--- src/rtl/minesweeper_pkg.sv ---
// Shared constants and helpers for the 8x8 minesweeper game-state slice:
// board geometry, state encoding, neighbour offsets and tile indexing.
package minesweeper_pkg;

  localparam int BOARD_W = 8;
  localparam int BOARD_H = 8;
  localparam int MAP_W   = BOARD_W * BOARD_H;
  localparam int X_W     = 3;
  localparam int Y_W     = 3;
  localparam int IDX_W   = 6;

  localparam logic [2:0] ST_IDLE   = 3'd0;
  localparam logic [2:0] ST_COUNT  = 3'd1;
  localparam logic [2:0] ST_REDRAW = 3'd2;
  localparam logic [2:0] ST_LOST   = 3'd3;
  localparam logic [2:0] ST_WON    = 3'd4;

  // Neighbour order: NW, N, NE, W, E, SW, S, SE
  function automatic logic signed [4:0] nb_dx(input logic [2:0] idx);
    case (idx)
      3'd0, 3'd3, 3'd5: nb_dx = -5'sd1;
      3'd2, 3'd4, 3'd7: nb_dx = 5'sd1;
      default:          nb_dx = 5'sd0;
    endcase
  endfunction

  function automatic logic signed [4:0] nb_dy(input logic [2:0] idx);
    case (idx)
      3'd0, 3'd1, 3'd2: nb_dy = -5'sd1;
      3'd5, 3'd6, 3'd7: nb_dy = 5'sd1;
      default:          nb_dy = 5'sd0;
    endcase
  endfunction

  function automatic logic [IDX_W-1:0] tile_idx(input logic [X_W-1:0] x,
                                                input logic [Y_W-1:0] y);
    tile_idx = IDX_W'(y) * IDX_W'(BOARD_W) + IDX_W'(x);
  endfunction

endpackage

--- src/rtl/adj_mine_counter.sv ---
// Walks the eight neighbours of a centre tile, one per cycle, and
// accumulates how many in-bounds neighbours hold a mine.
module adj_mine_counter
  import minesweeper_pkg::*;
(
  input  logic             clk,
  input  logic             resetn,
  input  logic             start_i,
  input  logic [MAP_W-1:0] mine_map_i,
  input  logic [X_W-1:0]   cx_i,
  input  logic [Y_W-1:0]   cy_i,
  output logic [3:0]       count_o,
  output logic             done_o
);

  localparam logic signed [4:0] W_S = $signed(5'(BOARD_W));
  localparam logic signed [4:0] H_S = $signed(5'(BOARD_H));

  logic [2:0]        idx_q, idx_d;
  logic [3:0]        acc_q, acc_d;
  logic              run_q, run_d;
  logic signed [4:0] nx_s, ny_s;
  logic              inb_s, hit_s;

  // Neighbour coordinate, bounds check and mine lookup for the current index
  always_comb begin
    nx_s  = $signed({2'b00, cx_i}) + nb_dx(idx_q);
    ny_s  = $signed({2'b00, cy_i}) + nb_dy(idx_q);
    inb_s = (nx_s >= 5'sd0) && (nx_s < W_S) && (ny_s >= 5'sd0) && (ny_s < H_S);
    if (inb_s) begin
      hit_s = mine_map_i[tile_idx(nx_s[X_W-1:0], ny_s[Y_W-1:0])];
    end else begin
      hit_s = 1'b0;
    end
  end

  // Index/accumulator sequencing; the final sum includes the last neighbour
  always_comb begin
    idx_d = idx_q;
    acc_d = acc_q;
    run_d = run_q;
    if (start_i) begin
      idx_d = 3'd0;
      acc_d = 4'd0;
      run_d = 1'b1;
    end else if (run_q) begin
      acc_d = acc_q + {3'b000, hit_s};
      idx_d = idx_q + 3'd1;
      run_d = (idx_q != 3'd7);
    end else begin
      run_d = 1'b0;
    end
    count_o = acc_q + {3'b000, hit_s};
    done_o  = run_q && (idx_q == 3'd7);
  end

  // Counter state registers
  always_ff @(posedge clk) begin
    if (!resetn) begin
      idx_q <= 3'd0;
      acc_q <= 4'd0;
      run_q <= 1'b0;
    end else begin
      idx_q <= idx_d;
      acc_q <= acc_d;
      run_q <= run_d;
    end
  end

endmodule

--- src/rtl/board_state.sv ---
// Minesweeper game-state stage: owns mine/flag/step maps and the cursor,
// decodes command pulses, counts adjacent mines and hands off redraws.
module board_state
  import minesweeper_pkg::*;
(
  input  logic             clk,
  input  logic             resetn,
  input  logic             mine_load,
  input  logic [MAP_W-1:0] mine_in,
  input  logic             mv_up,
  input  logic             mv_down,
  input  logic             mv_left,
  input  logic             mv_right,
  input  logic             flag_req,
  input  logic             step_req,
  input  logic             draw_done,
  output logic [MAP_W-1:0] mineMap,
  output logic [MAP_W-1:0] flagMap,
  output logic [MAP_W-1:0] stepMap,
  output logic [X_W-1:0]   cursor_x,
  output logic [Y_W-1:0]   cursor_y,
  output logic [3:0]       adj_count,
  output logic             adj_valid,
  output logic             redraw,
  output logic             busy,
  output logic             lost,
  output logic             won
);

  localparam logic [X_W-1:0] MAX_X = X_W'(BOARD_W - 1);
  localparam logic [Y_W-1:0] MAX_Y = Y_W'(BOARD_H - 1);

  logic [2:0]       state_q, state_d;
  logic [MAP_W-1:0] mine_q, mine_d, flag_q, flag_d, step_q, step_d;
  logic [X_W-1:0]   cx_q, cx_d;
  logic [Y_W-1:0]   cy_q, cy_d;
  logic [3:0]       adj_count_q, adj_count_d;
  logic             adj_valid_q, adj_valid_d;
  logic             redraw_q, redraw_d, busy_q, busy_d;
  logic             lost_q, lost_d, won_q, won_d;
  logic             load_s, cnt_start_s, cnt_done_s;
  logic [3:0]       cnt_count_s;
  logic [IDX_W-1:0] cur_s;

  adj_mine_counter u_counter (
    .clk        (clk),
    .resetn     (resetn),
    .start_i    (cnt_start_s),
    .mine_map_i (mine_q),
    .cx_i       (cx_q),
    .cy_i       (cy_q),
    .count_o    (cnt_count_s),
    .done_o     (cnt_done_s)
  );

  // Next-state and datapath decode
  always_comb begin
    state_d     = state_q;
    mine_d      = mine_q;
    flag_d      = flag_q;
    step_d      = step_q;
    cx_d        = cx_q;
    cy_d        = cy_q;
    adj_count_d = adj_count_q;
    adj_valid_d = 1'b0;
    lost_d      = lost_q;
    won_d       = won_q;
    cnt_start_s = 1'b0;
    cur_s       = tile_idx(cx_q, cy_q);
    load_s      = mine_load && ((state_q == ST_IDLE) || (state_q == ST_LOST) ||
                                (state_q == ST_WON));
    if (load_s) begin
      mine_d  = mine_in;
      flag_d  = '0;
      step_d  = '0;
      cx_d    = '0;
      cy_d    = '0;
      lost_d  = 1'b0;
      won_d   = 1'b0;
      state_d = ST_REDRAW;
    end else begin
      case (state_q)
        ST_IDLE: begin
          // Only the highest-priority pulse is considered, even if it is refused
          if (step_req) begin
            if (!flag_q[cur_s] && !step_q[cur_s]) begin
              step_d[cur_s] = 1'b1;
              if (mine_q[cur_s]) begin
                lost_d  = 1'b1;
                state_d = ST_REDRAW;
              end else begin
                cnt_start_s = 1'b1;
                state_d     = ST_COUNT;
              end
            end else begin
              state_d = ST_IDLE;
            end
          end else if (flag_req) begin
            if (!step_q[cur_s]) begin
              flag_d[cur_s] = ~flag_q[cur_s];
              state_d       = ST_REDRAW;
            end else begin
              state_d = ST_IDLE;
            end
          end else if (mv_up) begin
            if (cy_q != 3'd0) begin
              cy_d = cy_q - 3'd1; state_d = ST_REDRAW;
            end else begin
              state_d = ST_IDLE;
            end
          end else if (mv_down) begin
            if (cy_q != MAX_Y) begin
              cy_d = cy_q + 3'd1; state_d = ST_REDRAW;
            end else begin
              state_d = ST_IDLE;
            end
          end else if (mv_left) begin
            if (cx_q != 3'd0) begin
              cx_d = cx_q - 3'd1; state_d = ST_REDRAW;
            end else begin
              state_d = ST_IDLE;
            end
          end else if (mv_right) begin
            if (cx_q != MAX_X) begin
              cx_d = cx_q + 3'd1; state_d = ST_REDRAW;
            end else begin
              state_d = ST_IDLE;
            end
          end else begin
            state_d = ST_IDLE;
          end
        end
        ST_COUNT: begin
          if (cnt_done_s) begin
            adj_count_d = cnt_count_s;
            adj_valid_d = 1'b1;
            won_d       = &(step_q | mine_q);
            state_d     = ST_REDRAW;
          end else begin
            state_d = ST_COUNT;
          end
        end
        ST_REDRAW: begin
          if (draw_done) begin
            if (lost_q) begin
              state_d = ST_LOST;
            end else if (won_q) begin
              state_d = ST_WON;
            end else begin
              state_d = ST_IDLE;
            end
          end else begin
            state_d = ST_REDRAW;
          end
        end
        ST_LOST: state_d = ST_LOST;
        ST_WON:  state_d = ST_WON;
        default: state_d = ST_IDLE;
      endcase
    end
    redraw_d = (state_d == ST_REDRAW);
    busy_d   = (state_d == ST_COUNT) || (state_d == ST_REDRAW);
  end

  // State and board registers
  always_ff @(posedge clk) begin
    if (!resetn) begin
      state_q     <= ST_IDLE;
      mine_q      <= '0;
      flag_q      <= '0;
      step_q      <= '0;
      cx_q        <= '0;
      cy_q        <= '0;
      adj_count_q <= 4'd0;
      adj_valid_q <= 1'b0;
      redraw_q    <= 1'b0;
      busy_q      <= 1'b0;
      lost_q      <= 1'b0;
      won_q       <= 1'b0;
    end else begin
      state_q     <= state_d;
      mine_q      <= mine_d;
      flag_q      <= flag_d;
      step_q      <= step_d;
      cx_q        <= cx_d;
      cy_q        <= cy_d;
      adj_count_q <= adj_count_d;
      adj_valid_q <= adj_valid_d;
      redraw_q    <= redraw_d;
      busy_q      <= busy_d;
      lost_q      <= lost_d;
      won_q       <= won_d;
    end
  end

  // Output drive from registered state
  always_comb begin
    mineMap   = mine_q;
    flagMap   = flag_q;
    stepMap   = step_q;
    cursor_x  = cx_q;
    cursor_y  = cy_q;
    adj_count = adj_count_q;
    adj_valid = adj_valid_q;
    redraw    = redraw_q;
    busy      = busy_q;
    lost      = lost_q;
    won       = won_q;
  end

endmodule

--- config.mk ---
export PLATFORM = sky130hd
export DESIGN_NAME = board_state
export DESIGN_NICKNAME = d
export VERILOG_FILES = /design/src/rtl/minesweeper_pkg.sv /design/src/rtl/adj_mine_counter.sv /design/src/rtl/board_state.sv
export SDC_FILE = /design/constraint.sdc
export NUM_CORES = 1
export LEC_CHECK = 0
export ABC_AREA = 0
export CAP_MARGIN = 5
export CORE_ASPECT_RATIO = 1.75
export CORE_UTILIZATION = 32
export CTS_BUF_LIST = sky130_fd_sc_hd__clkbuf_8
export CTS_CLUSTER_DIAMETER = 60
export DETAILED_ROUTE_END_ITERATION = 10
export SLEW_MARGIN = 20
export SYNTH_ARGS = -nofsm -noshare
export SYNTH_HDL_FRONTEND = slang
export SYNTH_SLANG_ARGS = --single-unit
--- constraint.sdc ---
create_clock -name clk -period 5.1 [get_ports clk]
set_clock_uncertainty 0.2 [all_clocks]
set_input_delay 0.51 -clock clk [delete_from_list [all_inputs] [get_ports clk]]
set_output_delay 0.51 -clock clk [all_outputs]
set_load 0.01 [all_outputs]
# Yosys cells after proc, flatten, opt, wreduce, memory -nomap -nowiden
# Cells that the tools add are included.
# W data, S select, Z words.
# word_totals
inputBits	74
register_bits	218
wordCells	145
# classes
bitwise_logic	11
magnitude_cmp	7
reduce_logical	35
muxes	49
eq_ne	18
n_addsub	10
# op_table
op	count
$or A64 B64 Y64	2
$bwmux W64	1
$reduce_and A64 Y1	1
$mux W3	19
$bmux W1 S6	4
$pmux W5 S2	2
$eq A3 B2 Y1 const B	5
$eq A3 B3 Y1 const B	5
$pmux W3 S5	1
$reduce_or A3 Y1	5
$lt A6 B7 Y1 const B	2
$mux W1	14
$mux W2	7
$add A6 B3 Y6	2
$add A4 B5 Y5	2
$ge A5 B1 Y1 const B	2
$lt A5 B5 Y1 const B	2
$add A3 B1 Y3 const B	3
$eq A3 B1 Y1 const B	3
$ne A3 B3 Y1 const B	3
$not A1 Y1	9
$reduce_and A4 Y1	2
$reduce_and A8 Y1	1
$reduce_bool A2 Y1	4
14 further kinds	29

# Depth between registers and ports, before layout
# Gate-level depths: netlist (run 1).
# logic_depth
ltp_word	12
mapped_depth	19
depth_no_buf	17

# Hierarchy
# From an unflattened synthesis (run 1), not the netlist that was laid out.
# hier_totals
hier_cells	1248
hier_area_um2	11131.9
# by_module_without_submodules
module	cells_each	area_per_inst_um2	seq_area_each_um2	instances
board_state	1133	9864.5	4204.0	1
adj_mine_counter	115	1267.5	160.2	1

# Worst setup path before layout (run 1)
# Ideal clock, no wire load.
# synth_timing
path_kind	reg-to-reg
startpoint	reg u_counter.idx_q[0]
endpoint	reg adj_count_q[2] (netlist: adj_count[2])
synth_period_minus_slack_ns	4.876
path_stages_with_launch	17
arrival_ns	4.591
setup_time_ns	0.086
path_buffers	2
path_slack_ns	0.224
path_cell_list	dfxtp_1 inv_1 ha_1 nor2b_1 a211oi_1 nand2_1 ha_1 clkbuf_1 buf_2 mux4_2 mux4_2 mux4_2 and3_1 ha_1 ha_1 xnor2_1 a211oi_1
# synth_via
elab_chain_cells	10
elab_cells_between_ends	30
# synth_lines
item	line	source
start: declaration	adj_mine_counter.sv:19	logic [2:0] idx_q, idx_d;
start signal: assignment	adj_mine_counter.sv:64	idx_q <= idx_d;
branches (longest 10 deep; another with $add A6 B3 Y6)	-	
end signal: assignment	board_state.sv:187	adj_count_q <= adj_count_d;
end: declaration	board_state.sv:37	logic [3:0] adj_count_q, adj_count_d;
# Several ways; the timed one is not identified. The select of a mux whose other input is x is not followed.
# A chain may end at the register's enable or synchronous reset.

# Final worst setup path (run 1)
# Ends and elaborated chain as after synthesis.

==> results of run 1 <==
[cells in the final DEF (no fill, tap or decap), types with 12 or more instances in the layout]
cell type,Yosys,layout
a21oi_1,123,123
a22oi_1,13,13
a31oi_1,68,68
buf_4,3,29
clkbuf_8,0,43
clkdlybuf4s50_1,0,280
dfxtp_1,218,215
ha_1,16,16
inv_1,17,21
mux2_2,12,12
mux2i_1,57,57
mux4_2,38,38
nand2_1,168,167
nand3_1,37,37
nand4_1,40,40
nor2_1,139,136
o21ai_1,38,38
o22ai_1,36,36
[worst max path at each step]
stage | slack [ps] | startpoint | endpoint | depth (start not counted)
floorplan | 220 | u_counter.idx_q[0] | adj_count[2] | 16
finish | 300 | u_counter.idx_q[0] | adj_count[2] | 17
global placement | 440 | u_counter.idx_q[0] | u_counter.acc_q[2] | 18
global route | 30 | u_counter.idx_q[0] | adj_count[2] | 17
CTS | 230 | u_counter.idx_q[0] | adj_count[2] | 17
detailed placement | 250 | u_counter.idx_q[0] | adj_count[2] | 17
[state kept, by name, summed over array words and instances (netlist names)]
name / flops
won: 1
flagMap: 64
adj_valid: 1
cursor_y: 3
redraw: 1
mineMap: 64
busy: 1
stepMap: 64
u_counter.acc_q: 4
cursor_x: 3
lost: 1
u_counter.idx_q: 3
adj_count: 4
state_q: 3
u_counter.run_q: 1
[through the flow]
stage / setup slack (ps) / power (mW)
floorplan: 223.9 / 2.377
global placement: 444.9 / 2.736
detailed placement: 249.0 / 2.746
CTS: 229.4 / 4.543
global route: 33.06 / 4.686
finish: 303.9 / 4.528
[critical path: cells and delay by family, from the launching register on]
kind / cells / cell delay [ps]
fa+ha+maj: 5 / 1410
mux: 3 / 1230
compound gates: 2 / 540
buf+inv: 3 / 410
flops: 1 / 410
simple gates: 3 / 400
xor+xnor: 1 / 130
[layer usage]
metal  GRT usage  vias to the layer above  share of wire
li1            -                     5180              -
met1      0.3110                     5635           0.35
met2      0.5099                      677           0.50
met3     0.05786                      213          0.077
met4      0.2283                        0          0.080
met5           0                        -              0
[kinds of logic after synthesis]
| kind of cell | Yosys count | share of synthesized area |
|---|---|---|
| and+or+nand+nor | 463 | 0.1936 |
| DFF | 218 | 0.3942 |
| buffers and inverters | 131 | 0.05458 |
| AOI/OAI and AO/OA | 334 | 0.1792 |
| muxes | 108 | 0.1421 |
| xor gates and xnor gates | 14 | 0.01107 |
| adders and majority gates | 20 | 0.02531 |
[where the power goes]
part	internal [mW]	switching [mW]	leakage, nW	total, mW
registers	1.76	0.153	1.77	1.92
logic	0.370	0.436	2.89	0.806
clock network	1.03	0.779	0.435	1.80
total	3.16	1.37	5.09	4.53
[final cells by class]
type	count	area, sq um
Antenna cell	1	2.502
Clock buffer	43	591.8
Clock inverter	20	230.2
Fill cell	3339	18780
Inverter	17	63.81
Multi-Input combinational cell	939	6166
Sequential cell	218	4368
Tap cell	455	569.3
Timing Repair Buffer	312	3080
[what timing repair did]
action	4_1_cts	5_1_grt
gates resized for setup	0	1
setup endpoints to repair	0	2
setup buffers	0	0
==> results.env, run 1 <==
SYNTH_AREA_PER_CELL_SQ_UM=8.596
TIMING.REG2REG.SETUP_SLACK_PS=300
WORSTSETUPENDPOINTTYPE='flip-flop'
CLK-INSERTION-DELAY-LATE_PS=580
CORE_AREA_SQ_MM=0.03385
START_UTIL=0.3271
PATH_CLASS='flip-flop to flip-flop'
DRT_DRC_VIOLATIONS_LEFT=0
ARRIVAL_PS=5080
FINAL_CELL_COUNT_NO_FILL=2005
ROUTED_WIRELENGTH_MICRONS=51880
GRT_UTIL_ALL_LAYERS=0.2939
SYNTH_TOP_FLOP_CELL='dfxtp_1'
FF_TO_FF_END='adj_count[2]'
DIEHEIGHT_MICRONS=248.1
TIMING.CRITICAL_PATH.FROM_TYPE='flip-flop'
AREA_GROWTH_PCT=36.13
NETLIST_TOP_CELLS_COUNT='dfxtp_1 (218), nand2_1 (168), nor2_1 (139)'
SLEW_HEADROOM=0.2633
SYN_AREA_SQ_MM=0.01107
MAX_CAP_VIOL_COUNT=0
DRT_ITER0_DRC=1034
REPORT.FINAL.SLEW_VIOL_COUNT=0
WORST_HOLD_PATH.NUM_CELLS=3
POWER.DENSITY_CELL_AREA_mW_PER_MM2=300.4
YOSYS_WARNINGS=0
FIRST_PASS_ITERS=5
CRITICAL_PATH_REQUIRED_PS=5380
CP_SLOWEST_CELL='fa_2'
SYNTH.FF_LATCH_COUNT=218
SYNTHTOPCELLSBYAREA='dfxtp_1 (39%), mux4_2 (7.7%), nand2_1 (5.7%), a21oi_1 (5.6%), mux2i_1 (5.2%)'
YOSYSMOSTFREQUENTCELL='dfxtp_1'
SYNTH-EDFF-COUNT=0
DRIVE_GT1_FRAC=0.1065
FLOORPLAN.IO_PINS=281
GRT_FIRST_PASS_WIRELENGTH_MICRONS=75780
GRT_MAX_DEGREE=138
DIE_AREA_SQ_MM=0.03538
ANTENNA_LEFT=0
HTREEDEPTH=2
NUMBER_OF_ANTENNA_VIOLATIONS_AT_THE_FIRST_CHECK_IN_GLOBAL_ROUTING=1
SYNTH_FP_NETS=1382
MAX_CLOCK_FREQ_MHz=208.5
CTS-ROOT-BUF='clkbuf_8'
HOLD_VIOL_FINAL=0
WL_PER_CELL_MICRONS=25.88
CLKTRANSATPATHREGS_PS=80
R2R_CELLS=17
DPL-INSTANCE-AREA_SQ_MM=0.01424
PART_OF_THE_CYCLE_THE_WORST_PATH_NEEDS=0.9404
DPL.HPWL_MICRONS=37470
WORST_SLEW_PIN_SLEW_PS=1102
HP-START='mine_in[28]'
PORTION_OF_THE_POST_SYNTHESIS_AREA_USED_BY_SEQUENTIAL_ELEMENTS=0.3942
TRITONCTS='yes'
RSZ0062_AT_GRT='no'
POSTCTSHOLDBUFS=0
MIN_TO='mineMap[28]'
FINAL.MIN_CLOCK_PERIOD_PS=4796
TOTAL_LEAKAGE_POWER_nW=5.092
GRT-OVFL-TOTAL=0
HOLDWS_PS=275.7
RUN_STATUS='finished clean'
SETUP_VIOL_COUNT_FINAL=0
PLACEMENT_ROWS=89
TOTALNEGATIVESETUPSLACK_PS=0
NETLIST-CELL-TYPE-COUNT=64
CTS-BUFFERS-INSERTED=35
COUNT_OF_PLACED_STANDARD_CELLS_INCLUDING_TAPS=1941
CRIT_PATH_MAX_FANOUT=10
PLACEMENT.IO_BUFFERS=280
WORST_IR_DROP_VDD_V=0.0001935
HP-CLASS='input port to flip-flop'
PORTION_OF_SYNTHESIZED_CELL_AREA_OCCUPIED_BY_THE_LEADING_CELL_TYPE=0.3942
LAYOUT.CORE_UTILIZATION=0.4452
CRITPATHMAXSTAGEDELAY_PS=530
SYNTH_ASYNC_SR_FLOP_SHARE=0
FINAL_NON_FILLER_CELL_AREA_SQ_MM=0.01507
VIA_PER_INST=5.838
SYNTH_AREA_LEADER_CELL='dfxtp_1'
GRT_PASS1_VIAS=11580
SINK_COUNT_OF_THE_CLOCK_TREE=218
CTS-ROOT-TO-SINK-BUFFERS=3
CRIT_PATH_FREQUENT_CELL='ha_1'
WORSTREG2REGSTART='u_counter.idx_q[0]'
SYN_INST=1288
DIE_WIDTH_MICRONS=142.6
ROUTABILITYCONGESTION=1.019
FINAL_NET_COUNT=1617
VIAS_AFTER_DETAILED_ROUTING=11710
CRIT_CHAIN='inv_1 > ha_1 > nor2b_1 > a211oi_1 > nand2_1 > ha_1 > inv_1 > fa_2 > buf_4 > mux4_2 > mux4_2 > mux4_2 > and3_1 > ha_1 > ha_1 > xnor2_1 > a211oi_1'
(Power assumes the default switching activity.)
==> run 2: changes to the inputs <==
--- a/config.mk
+++ b/config.mk
@@ -15,4 +15,5 @@
 export SLEW_MARGIN = 20
 export SYNTH_ARGS = -nofsm -noshare
 export SYNTH_HDL_FRONTEND = slang
+export SYNTH_HIERARCHICAL = 1
 export SYNTH_SLANG_ARGS = --single-unit
==> constraint.sdc (replaced) <==
create_clock -name clk -period 4.3 [get_ports clk]
set_clock_uncertainty 0.2 [all_clocks]
set_input_delay 0.43 -clock clk [delete_from_list [all_inputs] [get_ports clk]]
set_output_delay 0.43 -clock clk [all_outputs]
set_load 0.01 [all_outputs]
==> run 2 against run 1 <==
Effect of this change: via count down 1.8%; cell area up 2.1%; worst hold slack worse by 34 ps; cell count down 0.40%.
==> results.env, run 2 <==
SYNTH_AREA_LEADER_CELL='dfxtp_1'
SYNTH_ASYNC_SR_FLOP_SHARE=0  # unchanged
TOTAL_LEAKAGE_POWER_nW=5.136  # +0.87%
GRT-OVFL-TOTAL=0  # unchanged
SYNTH_AREA_PER_CELL_SQ_UM=8.920  # +3.8%
TRITONCTS='yes'
R2R_CELLS=16  # -1
COMB_POWER_SHARE=0.193  # +0.015
NETLIST-CELL-TYPE-COUNT=55  # -14%
DIE_WIDTH_MICRONS=143.0  # +0.27%
START_UTIL=0.3241  # -0.002946
DPL.HPWL_MICRONS=35440  # -5.4%
REPORT.FINAL.SLEW_VIOL_COUNT=0  # unchanged
TOTAL_POWER_mW=5.309  # +17%
DIE_AREA_SQ_MM=0.03557  # +0.54%
VIA_PER_INST=5.755  # -1.4%
ADDER_CELL_SHARE_OF_THE_SYNTHESIZED_AREA=0.02518  # -0.0001366
GRT_FIRST_PASS_WIRELENGTH_MICRONS=70910  # -6.4%
PATH_CLASS='flip-flop to flip-flop'
CTS-BUFFERS-INSERTED=36  # +2.9%
SYNTH_TOP_FLOP_CELL='dfxtp_1'
MAIN_COMBINATIONAL_CELL_FAMILY_BY_AREA_AFTER_SYNTHESIS='compound AO/OA/AOI/OAI gates'
SYNTH_AREA_IN_SIMPLE_GATES=0.1492  # -0.04443
WORST_IR_DROP_VDD_V=0.0002083  # +7.6%
PART_OF_THE_CYCLE_THE_WORST_PATH_NEEDS=0.9702  # +0.02982
WORST_HOLD_PATH.NUM_CELLS=3  # unchanged
MAX_CLOCK_FREQ_MHz=239.7  # +15%
WORSTSETUPENDPOINTTYPE='flip-flop'
SYN_AREA_SQ_MM=0.01113  # +0.54%
CTS-ROOT-BUF='clkbuf_8'
YOSYSMOSTFREQUENTCELL='dfxtp_1'
DRT_DRC_VIOLATIONS_LEFT=0  # unchanged
PORTION_OF_THE_POST_SYNTHESIS_AREA_USED_BY_SEQUENTIAL_ELEMENTS=0.3920  # -0.002127
GRT_MAX_DEGREE=75  # -46%
ROUTED_WIRELENGTH_MICRONS=48230  # -7.0%
PORTION_OF_SYNTHESIZED_CELL_AREA_OCCUPIED_BY_THE_LEADING_CELL_TYPE=0.3920  # -0.002127
TIMING.CRITICAL_PATH.FROM_TYPE='flip-flop'
SYNTH.AREA.MUX_SHARE=0.1311  # -0.01099
FINAL.MIN_CLOCK_PERIOD_PS=4172  # -624.1 ps
ARRIVAL_PS=4410  # -670 ps
PLACEMENT_ROWS=90  # +1.1%
RSZ0062_AT_GRT='no'
SINK_COUNT_OF_THE_CLOCK_TREE=218  # unchanged
SYNTH-EDFF-COUNT=0  # unchanged
HOLDWS_PS=241.4  # -34.36 ps
RUN_STATUS='finished clean'
GRT_UTIL_ALL_LAYERS=0.2682  # -0.02567
AREA_GROWTH_PCT=38.28
FIRST_PASS_ITERS=5  # unchanged
SYNTH.FF_LATCH_COUNT=218  # unchanged
CRIT_PATH_MAX_FANOUT=4  # -6
CTS-ROOT-TO-SINK-BUFFERS=3  # unchanged
DIEHEIGHT_MICRONS=248.7  # +0.27%
WORST_SLEW_PIN_SLEW_PS=1152  # +50.45 ps
DRT_ITER0_DRC=926  # -10%
POWER.NET_SWITCHING_mW=1.582  # +16%
SETUP_VIOL_COUNT_FINAL=0  # unchanged
NUMBER_OF_ANTENNA_VIOLATIONS_AT_THE_FIRST_CHECK_IN_GLOBAL_ROUTING=1  # unchanged
CLKTRANSATPATHREGS_PS=60  # -20 ps
HOLD_VIOL_FINAL=0  # unchanged
GRT_PASS1_VIAS=11150  # -3.6%
ANTENNA_LEFT=0  # unchanged
SHARE_SEQ_OF_TOTAL_POWER=0.426  # +0.003
SYNTH_COMPOUND_AREA_FRAC=0.2314  # +0.05220
VIAS_AFTER_DETAILED_ROUTING=11490  # -1.8%
SWITCHING_SHARE_OF_POWER=0.2981  # -0.003959
SYNTH_FP_NETS=1342  # -2.9%
WL_PER_CELL_MICRONS=24.15  # -6.7%
SYN_INST=1248  # -3.1%
FLOORPLAN.IO_PINS=281  # unchanged
YOSYS_WARNINGS=6  # +6
CRITICAL_PATH_REQUIRED_PS=4540  # -840 ps
FINAL_NET_COUNT=1605  # -0.74%
ROUTABILITYCONGESTION=1.001  # -1.7%
CORE_AREA_SQ_MM=0.03435  # +1.5%
MAX_CAP_VIOL_COUNT=0  # unchanged
CRITPATHMAXSTAGEDELAY_PS=520  # about the same
SLEW_HEADROOM=0.2249  # -0.03833
CRIT_CHAIN='ha_4 > ha_4 > buf_4 > or4_1 > ha_1 > fa_1 > xor2_1 > buf_4 > mux2i_1 > mux4_2 > nor3b_4 > ha_2 > ha_2 > xor2_1 > mux2i_1 > nor2b_1'
HTREEDEPTH=2  # unchanged
MOST-COMMON-LAYOUT-CELLS='clkdlybuf4s50_1 (279), dfxtp_1 (213), nand2_1 (167)'
P_INT_mW=3.727  # +18%
SYNTHTOPCELLSBYAREA='dfxtp_1 (39%), a31oi_1 (7.4%), mux2i_1 (6.0%), mux4_2 (5.9%), nand2_1 (5.7%)'
POWER.DENSITY_CELL_AREA_mW_PER_MM2=344.9  # +15%
LAYOUT.CORE_UTILIZATION=0.4482  # +0.002972
DRIVE_GT1_FRAC=0.1270  # +0.02043
HP-CLASS='input port to flip-flop'
SYNTHXORXNORAREAFRAC=0.01090  # -0.0001721
NETLIST_TOP_CELLS_COUNT='dfxtp_1 (218), nand2_1 (169), a31oi_1 (131)'
FINAL_COMMON_CELL='clkdlybuf4s50_1'
POWER.CLOCK.FRACTION=0.381  # -0.018
CLK-INSERTION-DELAY-LATE_PS=570  # about the same
PLACEMENT.IO_BUFFERS=280  # unchanged
CP_SLOWEST_CELL='or4_1'
## run 2: changes by cell type in the layout (fill, tap and decap cells not counted), moves of 6 or more
cell	before	now
nand4_1	40	8
o21ai_1	38	1
a211oi_1	9	67
mux4_2	38	29
ha_1	16	9
and3_1	8	14
a21oi_1	123	14
mux2i_1	57	66
nand3_1	37	15
nor2_1	136	109
buf_4	29	56
nor2b_1	8	15
a21boi_0	0	65
a31oi_1	68	131
## run 2: worst paths after layout
check | end | slack, ps | start
worst min-delay path | mineMap[6] | 240 | mine_in[6]
worst max-delay path | adj_count[2] | 130 | u_counter/idx_q[0]
worst max register to register | adj_count[2] | 130 | u_counter/idx_q[0]
worst min register to register | state_q[2] | 310 | won
## run 2: area by class of cell
type                       instances  area [sq um]
fill                            3377         18950
clock inverter                    18         168.9
clock buffer                      45         619.3
multi-input combinational        891          6188
tap                              460         575.6
timing repair buffer             344          3383
sequential                       218          4380
inverter                          20         75.07
antenna                            1         2.502
## run 2: logic make-up after synthesis
| kind of cell | count (synthesis) |
|---|---|
| flops | 218 |
| buf+inv | 139 |
| mux | 108 |
| fa+ha+maj | 20 |
| simple gates | 374 |
| compound gates | 376 |
| xor+xnor | 13 |
## run 2: what timing repair did
| item | in CTS | in global routing |
|---|---|---|
| hold buffers | 0 | 0 |
| setup endpoints to repair | 4 | 6 |
| buffers inserted | 0 | 1 |
| cloned | 0 | 1 |
| gates resized for setup | 4 | 19 |
| pin swaps | 1 | 5 |
## run 2: per-layer routing
layer  global-route usage  vias up  routed length (microns)
met5                    0        -                        0
met4               0.1810        0                     3443
met3              0.04460      162                     3594
met2               0.4620      640                    23960
met1               0.2978     5553                    17230
li1                     -     5137                        -
## run 2: critical path: cells and delay by family (launching register included)
kind / cells / cell delay (ps)
fa+ha+maj: 6 / 1380
buf+inv: 2 / 290
mux: 3 / 760
flops: 1 / 360
simple gates: 3 / 760
xor+xnor: 2 / 310
## run 2: power by group through the flow
| stage | logic (mW) | registers [mW] | clock network, mW |
|---|---|---|---|
| 2_1_floorplan | 0.588 | 2.24 | 0 |
| 6_report | 1.03 | 2.26 | 2.02 |
| 4_1_cts | 0.994 | 2.25 | 2.06 |
| 5_1_grt | 1.10 | 2.26 | 2.14 |
| 3_3_place_gp | 0.976 | 2.30 | 0 |
| 3_5_place_dp | 0.986 | 2.30 | 0 |
## run 2: per-stage QoR
step | setup slack (ps) | instance area (sq um) | cells | setup TNS, ps
after floorplan | 152.0 | 11130 | 1248 | 0
after global placement | -29.03 | 14490 | 1931 | -43.72
after detailed placement | -50.83 | 14490 | 1931 | -124.0
after CTS | 13.17 | 15290 | 1994 | 0
after global routing | 7.243 | 15390 | 1997 | 0
final | 128.0 | 15390 | 1997 | 0
